==> src/rtl/alu_pkg.sv <==
// Shared ALU definitions: datapath width, default multiplier settle time and
// the state encoding of the multi-cycle multiplier issue stage.
package alu_pkg;
   localparam int ALU_WIDTH          = 16;
   localparam int MUL_SETTLE_DEFAULT = 4;

   typedef enum logic [1:0] {
      IDLE   = 2'd0,
      SETTLE = 2'd1,
      DONE   = 2'd2
   } mul_state_t;
endpackage

==> src/rtl/settle_counter.sv <==
// Loadable down-counter with zero detect, used to time multi-cycle ALU ops.
// Load has priority over decrement; decrement stops at zero.
module settle_counter #(
   parameter int CNT_W = 4
) (
   input  logic             clk,
   input  logic             rst,
   input  logic             load_i,
   input  logic             dec_i,
   input  logic [CNT_W-1:0] load_val_i,
   output logic [CNT_W-1:0] cnt_o,
   output logic             zero_o
);

   logic [CNT_W-1:0] cnt_q, cnt_d;

   always_comb begin
      cnt_d = cnt_q;
      if (load_i) begin
         cnt_d = load_val_i;
      end else if (dec_i && (cnt_q != '0)) begin
         cnt_d = cnt_q - 1'b1;
      end
   end

   always_ff @(posedge clk) begin
      if (rst) begin
         cnt_q <= '0;
      end else begin
         cnt_q <= cnt_d;
      end
   end

   assign cnt_o  = cnt_q;
   assign zero_o = (cnt_q == '0);

endmodule

==> src/rtl/mul_issue_ctrl.sv <==
// Issue/capture stage around the combinational multiplier: holds operands
// steady for SETTLE_CYC cycles, captures the product, then hands it downstream.
module mul_issue_ctrl
   import alu_pkg::*;
#(
   parameter int WIDTH      = ALU_WIDTH,
   parameter int SETTLE_CYC = MUL_SETTLE_DEFAULT
) (
   input  logic             clk,
   input  logic             rst,
   input  logic             in_valid,
   output logic             in_ready,
   input  logic [WIDTH-1:0] in_a,
   input  logic [WIDTH-1:0] in_b,
   input  logic             in_cin,
   output logic [WIDTH-1:0] mul_a,
   output logic [WIDTH-1:0] mul_b,
   output logic             mul_cin,
   input  logic [WIDTH-1:0] mul_s,
   input  logic             mul_cout,
   output logic             out_valid,
   input  logic             out_ready,
   output logic [WIDTH-1:0] out_s,
   output logic             out_ovf,
   output logic             out_zero,
   output logic             busy
);

   localparam logic [3:0] LOAD_VAL = 4'(SETTLE_CYC - 1);

   mul_state_t       state_q, state_d;
   logic [WIDTH-1:0] mul_a_q, mul_a_d;
   logic [WIDTH-1:0] mul_b_q, mul_b_d;
   logic             mul_cin_q, mul_cin_d;
   logic [WIDTH-1:0] out_s_q, out_s_d;
   logic             out_ovf_q, out_ovf_d;
   logic             out_zero_q, out_zero_d;

   logic             accept;
   logic             cnt_load, cnt_dec, cnt_zero;
   logic [3:0]       cnt_val;

   settle_counter #(.CNT_W(4)) u_settle_counter (
      .clk        (clk),
      .rst        (rst),
      .load_i     (cnt_load),
      .dec_i      (cnt_dec),
      .load_val_i (LOAD_VAL),
      .cnt_o      (cnt_val),
      .zero_o     (cnt_zero)
   );

   // Accepting from DONE retires the held result on the same edge.
   assign in_ready = (state_q == IDLE) | ((state_q == DONE) & out_ready);
   assign accept   = in_valid & in_ready;

   always_comb begin
      state_d    = state_q;
      mul_a_d    = mul_a_q;
      mul_b_d    = mul_b_q;
      mul_cin_d  = mul_cin_q;
      out_s_d    = out_s_q;
      out_ovf_d  = out_ovf_q;
      out_zero_d = out_zero_q;
      cnt_load   = 1'b0;
      cnt_dec    = 1'b0;

      if (accept) begin
         mul_a_d   = in_a;
         mul_b_d   = in_b;
         mul_cin_d = in_cin;
         cnt_load  = 1'b1;
         state_d   = SETTLE;
      end else begin
         unique case (state_q)
            SETTLE: begin
               if (cnt_zero) begin
                  out_s_d    = mul_s;
                  out_ovf_d  = mul_cout;
                  out_zero_d = (mul_s == '0);
                  state_d    = DONE;
               end else begin
                  cnt_dec = 1'b1;
               end
            end
            DONE: begin
               if (out_ready) begin
                  state_d = IDLE;
               end
            end
            default: begin
               state_d = state_q;
            end
         endcase
      end
   end

   always_ff @(posedge clk) begin
      if (rst) begin
         state_q    <= IDLE;
         mul_a_q    <= '0;
         mul_b_q    <= '0;
         mul_cin_q  <= 1'b0;
         out_s_q    <= '0;
         out_ovf_q  <= 1'b0;
         out_zero_q <= 1'b0;
      end else begin
         state_q    <= state_d;
         mul_a_q    <= mul_a_d;
         mul_b_q    <= mul_b_d;
         mul_cin_q  <= mul_cin_d;
         out_s_q    <= out_s_d;
         out_ovf_q  <= out_ovf_d;
         out_zero_q <= out_zero_d;
      end
   end

   assign mul_a     = mul_a_q;
   assign mul_b     = mul_b_q;
   assign mul_cin   = mul_cin_q;
   assign out_s     = out_s_q;
   assign out_ovf   = out_ovf_q;
   assign out_zero  = out_zero_q;
   assign out_valid = (state_q == DONE);
   assign busy      = (state_q != IDLE);

   logic unused_cnt;
   assign unused_cnt = ^cnt_val;

endmodule
==> config.mk <==
export PLATFORM = sky130hd
export DESIGN_NAME = mul_issue_ctrl
export DESIGN_NICKNAME = d
export VERILOG_FILES = /design/src/rtl/alu_pkg.sv /design/src/rtl/settle_counter.sv /design/src/rtl/mul_issue_ctrl.sv
export SDC_FILE = /design/constraint.sdc
export NUM_CORES = 1
export LEC_CHECK = 0
export ABC_AREA = 0
export CAP_MARGIN = 0
export CORE_MARGIN = 5
export CORE_UTILIZATION = 46
export DETAILED_ROUTE_END_ITERATION = 8
export GPL_TIMING_DRIVEN = 0
export MAX_ROUTING_LAYER = met4
export PLACE_DENSITY_LB_ADDON = 0.08
export SLEW_MARGIN = 20
export SYNTH_ARGS = -nofsm -noshare
export SYNTH_HDL_FRONTEND = slang
export SYNTH_HIERARCHICAL = 1
export SYNTH_SLANG_ARGS = --single-unit
==> constraint.sdc <==
create_clock -name clk -period 4.8 [get_ports clk]
set_clock_uncertainty 0.2 [all_clocks]
set_input_delay 0.96 -clock clk [delete_from_list [all_inputs] [get_ports clk]]
set_output_delay 0.96 -clock clk [all_outputs]
set_load 0.05 [all_outputs]
# After elaboration in Yosys (flattened, before gate mapping)
# Index checks and enable logic that the tools add are counted.
[totals]
regBits = 57
latchBits = 0
mem_bits_rw = 0
romBits = 0
in_bits = 54
output_inout_bits = 54
wordCells = 45
memories = 0
[classes]
n_addsub = 1
multipliers = 0
div_mod_pow = 0
order_cmp = 0
eq_ne = 6
shifts = 0
n_mux = 10
n_bitwise = 4
reduce_logical = 14
[ops]
columns = ["cell", "count"]
rows = [
  ["16-bit zero test", 1],
  ["3-bit AND reduction", 3],
  ["2-bit 2-to-1 mux", 4],
  ["2-bit nonzero test", 3],
  ["1-bit 2-to-1 mux", 5],
  ["4-bit zero test", 1],
  ["2-bit case mux with 2 select lines", 1],
  ["4-bit nonzero test", 1],
  ["2-bit OR reduction", 2],
  ["4-bit by 1-bit subtractor with 4-bit output, second input constant", 1],
  ["3-bit by 1-bit inequality test with 1-bit output, second input constant", 1],
  ["3-bit inequality test, second input constant", 1],
  ["3-bit nonzero test", 1],
  ["1-bit bitwise AND", 2],
  ["2-bit by 1-bit == test with 1-bit output, second input constant", 1],
  ["2-bit == test, second input constant", 1],
  ["2-bit zero test", 1],
  ["2-bit by 1-bit inequality test with 1-bit output, second input constant", 1],
  ["2-bit inequality test, second input constant", 1],
  ["1-bit logical AND", 1],
  ["1-bit NOT", 1],
  ["1-bit OR", 1],
]

# Logic depth before layout (Yosys ltp)
[logic_depth]
depth_word = 8
mapped_depth = 9
depth_no_buf = 9

# Hierarchy
# The synthesis kept the hierarchy.
[modules_own_cells]
columns = ["module", "n_inst", "cells_each", "area_per_inst_um2", "seq_area_each_um2"]
rows = [
  ["mul_issue_ctrl", 1, 268, 2328.5, 1061.0],
  ["settle_counter", 1, 29, 262.8, 80.1],
]

# Least setup slack after synthesis
# Ideal clock, no wire load.
[synth_timing]
path_kind = "register to output"
start = "register state_q[0]"
end = "output port in_ready"
t_arrival_ps = 1572
t_required_ps = 3640
path_slack_ps = 2068
path_stages_with_launch = 6
n_path_buf = 1
path_cell_list = "dfxtp_1 > inv_1 > ha_1 > a21oi_2 > inv_2 > buf_2"
[synth_between]
elab_chain_len = 3
elab_cells_between_ends = 4
classes_between = "eq/ne: 1; bitwise: 2; reduce/logical: 1"
[synth_lines]
columns = ["item", "line", "text"]
rows = [
  ["start: declaration", "mul_issue_ctrl.sv:31", "mul_state_t state_q, state_d;"],
  ["start signal: assignment", "mul_issue_ctrl.sv:108", "state_q <= state_d;"],
  ["2-bit == test", "--", ""],
  ["net out_valid", "mul_issue_ctrl.sv:21", "output logic out_valid,"],
  ["1-bit bitwise AND", "mul_issue_ctrl.sv:54", "assign in_ready = (state_q == IDLE) | ((state_q == DONE) & out_ready);"],
  ["1-bit OR", "mul_issue_ctrl.sv:54", ""],
  ["end: declaration", "mul_issue_ctrl.sv:12", "output logic in_ready,"],
]
# The timed path passes the listed nets, and every way through them passes these cells.

# Worst setup path after layout
[layout_timing]
start = "input port out_ready"
end = "output port in_ready"
[layout_between]
elab_chain_len = 2
[layout_lines]
columns = ["item", "line", "text"]
rows = [
  ["start: declaration", "mul_issue_ctrl.sv:22", "input logic out_ready,"],
  ["1-bit bitwise AND", "mul_issue_ctrl.sv:54", ""],
  ["1-bit OR", "mul_issue_ctrl.sv:54", ""],
]
# Every way passes these cells.

==> impl_summary.md <==
Synth
After synthesis the cells add up to 2591 um^2. The gate count of the mapped netlist is 297. In this run, synthesis inferred 0 flip-flops with an integrated enable.

The share of synthesized area in the top cell type comes to 0.4404. The Yosys step of the flow raised 6 warnings. Ranked by total cell area, the synthesized netlist is headed by sky130_fd_sc_hd__dfxtp_1 44%, sky130_fd_sc_hd__a21oi_1 9.7%, sky130_fd_sc_hd__nand3_1 6.6%, sky130_fd_sc_hd__o21ai_0 6.6%, sky130_fd_sc_hd__o211ai_1 4.9%. Of all cell types, the one taking the most synthesized area is sky130_fd_sc_hd__dfxtp_1. Among all cell types in the netlist, the one instantiated most often is sky130_fd_sc_hd__dfxtp_1. The flip-flop and latch count after synthesis is 57. The commonest register cell after synthesis is sky130_fd_sc_hd__dfxtp_1. The average instance in the mapped netlist occupies 8.725 um^2. For this run, the register share of the synthesized area comes to 0.4404.

The async set-reset flop share out of synthesis is 0. The number of distinct library cells after synthesis is 40. The commonest cells after synthesis are 57 x sky130_fd_sc_hd__dfxtp_1, 50 x sky130_fd_sc_hd__a21oi_1, 34 x sky130_fd_sc_hd__nand3_1, 34 x sky130_fd_sc_hd__o21ai_0, 17 x sky130_fd_sc_hd__o211ai_1.

Final layout
The antenna diode instance count is 0. Counting the fill cells in the layout gives 474. The count of nets after finishing is ~470. Summing all non-filler instances in the final layout gives an area of between 3000 and 4000 um^2.

From synthesis to final layout, the design area changed by 52.15%. The count of placed standard cells in the final layout, fillers left out is roughly 500. The proportion of layout cells with a drive suffix above 1 is 0.1188.

GRT
Summed over all layers, the global routing overflow is 0. The number of antenna violations at the first check in global routing is 0. The pin count of the biggest net entering global routing is 11.

For this run, the total global-route usage over all layers was measured as 0.2186. The wire length of the first global-routing pass is 12480 um. The via count of the first global-routing pass is about 2600.

Pwr
The completed layout was analyzed and its total power is 0.001615 W. In this run the static leakage power is 1.372 nW. The worst voltage drop across the vdd grid is 0.0002444 V. The power per unit of standard cell area is 409.7 nW/um^2.

Worst setup path
The critical path is of the in -> out type. The cell type with the highest occurrence count on the critical path is sky130_fd_sc_hd__clkdlybuf4s50_1. The worst setup path is captured at a primary output. Among all stages on the critical path, the largest delay is contributed by sky130_fd_sc_hd__clkdlybuf4s50_1. The destination of the worst register-to-register timing path is u_settle_counter/cnt_o[3]$_SDFFE_PP0P_.

The register-to-register setup slack is 2.06 ns. Measured in cells, the most critical reg-to-reg path has a length of 8. Data arrives at the worst endpoint at 2.87 ns. Traced cell by cell, the critical path runs through clkdlybuf4s50_1 > a21oi_2 > inv_2 > buf_2 > clkdlybuf4s50_1. The worst stage delay on the critical path is 0.73 ns.

The data required time at the worst endpoint is 3.64 ns. The worst setup path is launched from an input pin. In this run the worst path has a maximum fanout of 10. The launch point of the worst reg-to-reg path is state_q[0]$_SDFFE_PP0P_.

Route
After detailed routing, the met2 layer carries 3534 um of wire. After the first detailed-routing iteration, the DRC count stood at 133. Using the TritonRoute via totals, the vias-per-cell ratio works out to 5.430. The routed design uses ~540 um of met3 wire.

The detailed-router iteration count before antenna repair is 4. For this run, design rule violations remaining after detail routing come to 0. The routed design has 7530 um of wire. The detailed router put a total of 3369 um of wire on met1. Once detail routing completed, the nets flagged for antenna violations numbered 0. Across all layers, the routed design uses 2677 vias. The highest metal layer with signal wires is met4. The wire length per cell after detailed routing is roughly 15 um.

Clock tree
The clock tree synthesis step divided the H-tree into 3 levels. The number of clock buffers added by TritonCTS is 9. The clock reaches the later pin of the worst-skew pair after 0.33 ns. Buffers inserted to repair hold after CTS numbered 0. No sink is reached through more buffers than the 2 on the longest clock path. The root buffer selected by CTS is sky130_fd_sc_hd__clkbuf_8. Buffers added to address setup during post-CTS repair amount to 0.

Once the clock tree was built, the resizer swapped 0 gates to a different size. TritonCTS built the clock tree. The clock slew at the register clock pins of the worst setup and hold paths is 0.07 ns. Clock tree synthesis found a total of between 50 and 60 sinks.

Place
The weighted congestion at the end of routability-driven global placement is 0.8675. The placed instances occupy a cell area of 3750 um^2. Prior to clock tree synthesis, the placed netlist has a worst setup slack of 0.7760 ns. Summed over all nets, the half-perimeter wirelength after detailed placement is about 5400 um. In this run, placement finished with an instance count of 477. The number of input and output port buffers inserted is 106.

Floorplan
The count of boundary I/O pins is 108. The die boundary height is 85.06 um. The floorplan has 27 rows. The starting density of the core is 0.4706. The die width is 85.06 um.

The core box area is 5507 um^2. The area enclosed by the die boundary is 7234 um^2.

Worst hold path
The worst hold path terminates at out_s[0]$_SDFFE_PP0P_. The worst hold-check path type is reg -> reg. The number of instances on the worst hold path is 2. The startpoint identified for the worst hold timing path is out_s[0]$_SDFFE_PP0P_.

STA
The final critical path time including I/O delays and setup is about 4.0 ns. The part of the cycle the worst path needs is 0.8405. The number of pins with negative max-slew slack in the final report is 0. The total setup violations reported at the end of the flow is 0.

Setup repair after global routing left no endpoint under its margin. The actual slew at the worst max-slew pin is 0.5565 ns. The count of endpoints failing hold in the final timing report is 0. The least setup slack across all paths after layout is 0.7656 ns. The total negative setup slack is 0 ns. For this run, the top clock speed supported by timing is 247.9 MHz. Measured against its own limit, the worst slew margin works out to 0.6276.

Flow run
The number of max-cap violations is 0.

Status
The run finished with clean final reports.
## metal layers
layer / vias up / global-route usage
met5: - / -
met4: 0 / 0.06763
met3: 8 / 0.07864
met2: 76 / 0.3390
met1: 1260 / 0.2655
li1: 1333 / -
## metrics by stage
step	hold slack (ns)	util
2_1_floorplan	0.2844	-
3_3_place_gp	0.2551	0.6810
3_5_place_dp	0.2633	0.6810
4_1_cts	0.2716	0.7160
5_1_grt	0.2932	0.7160
6_report	0.2711	0.7160
## how the worst max path moves through the flow
stage | cells after the start | startpoint | end | slack, ns
after detailed placement | 5 | out_ready | in_ready | 0.78
after CTS | 5 | out_ready | in_ready | 0.74
after floorplan | 5 | state_q[0]$_SDFFE_PP0P_ | in_ready | 2.07
final | 5 | out_ready | in_ready | 0.77
after global placement | 5 | out_ready | in_ready | 0.77
after global routing | 5 | out_ready | in_ready | 0.67
## critical path, delay by kind of cell
kind	cells	cell delay (ns)
AO/OA/AOI/OAI	1	0.38
buffers and inverters	4	1.53
## cell families (layout without fill, tap and decap cells)
family / count (synthesis) / after routing / synth area share
multiplexers: 1 / 1 / 0.003863
AO/OA/AOI/OAI: 130 / 130 / 0.3245
AND/OR/NAND/NOR: 63 / 63 / 0.1328
buffers and inverters: 40 / 162 / 0.07628
other: 2 / 4 / 0.002898
flip-flops: 57 / 57 / 0.4404
adder cells (fa/ha/maj): 4 / 4 / 0.01932
## state kept, by name (all words and copies together) (netlist names)
| signal | cells |
|---|---|
| mul_a | 16 |
| mul_b | 16 |
| out_s | 16 |
| u_settle_counter/cnt_o | 4 |
| state_q | 2 |
| mul_cin | 1 |
| out_ovf | 1 |
| out_zero | 1 |
## final cells by class
cell class	count	area, um^2	share of cell area
sequential	57	1141	0.2894
timing repair buffer	106	1061	0.2691
buffer	30	160.2	0.04062
multi-input combinational	202	1260	0.3196
clock inverter	2	10.01	0.002539
tap	72	90.09	0.02285
inverter	10	37.54	0.009521
clock buffer	14	182.7	0.04633
## cells in the final DEF, fill, tap and decap left out, types with 2 or more instances in the layout
master	Yosys	layout
sky130_fd_sc_hd__nand2_1	4	4
sky130_fd_sc_hd__and2_1	2	2
sky130_fd_sc_hd__buf_6	4	4
sky130_fd_sc_hd__clkbuf_8	0	13
sky130_fd_sc_hd__nor2_1	8	8
sky130_fd_sc_hd__buf_2	11	11
sky130_fd_sc_hd__nor4_1	4	4
sky130_fd_sc_hd__ha_1	4	4
sky130_fd_sc_hd__a311oi_1	2	2
sky130_fd_sc_hd__inv_1	9	9
sky130_fd_sc_hd__dfxtp_1	57	57
sky130_fd_sc_hd__conb_1	2	4
sky130_fd_sc_hd__clkbuf_1	9	10
sky130_fd_sc_hd__a21oi_1	50	50
sky130_fd_sc_hd__o31ai_2	10	10
sky130_fd_sc_hd__o21ai_0	34	34
sky130_fd_sc_hd__nand2b_1	2	2
sky130_fd_sc_hd__o211ai_1	17	17
sky130_fd_sc_hd__nand3_1	34	34
sky130_fd_sc_hd__buf_1	3	3
sky130_fd_sc_hd__clkdlybuf4s50_1	0	106
sky130_fd_sc_hd__clkbuf_2	3	3
sky130_fd_sc_hd__clkinv_2	0	2
sky130_fd_sc_hd__o31ai_1	8	8
sky130_fd_sc_hd__a31oi_1	2	2
## power breakdown
part | total, W | internal, W | switching, W
Clock | 0.000428 | 0.000242 | 0.000186
Sequential | 0.000555 | 0.000525 | 0.0000292
Combinational | 0.000632 | 0.000220 | 0.000412
(Power assumes the default switching activity.)
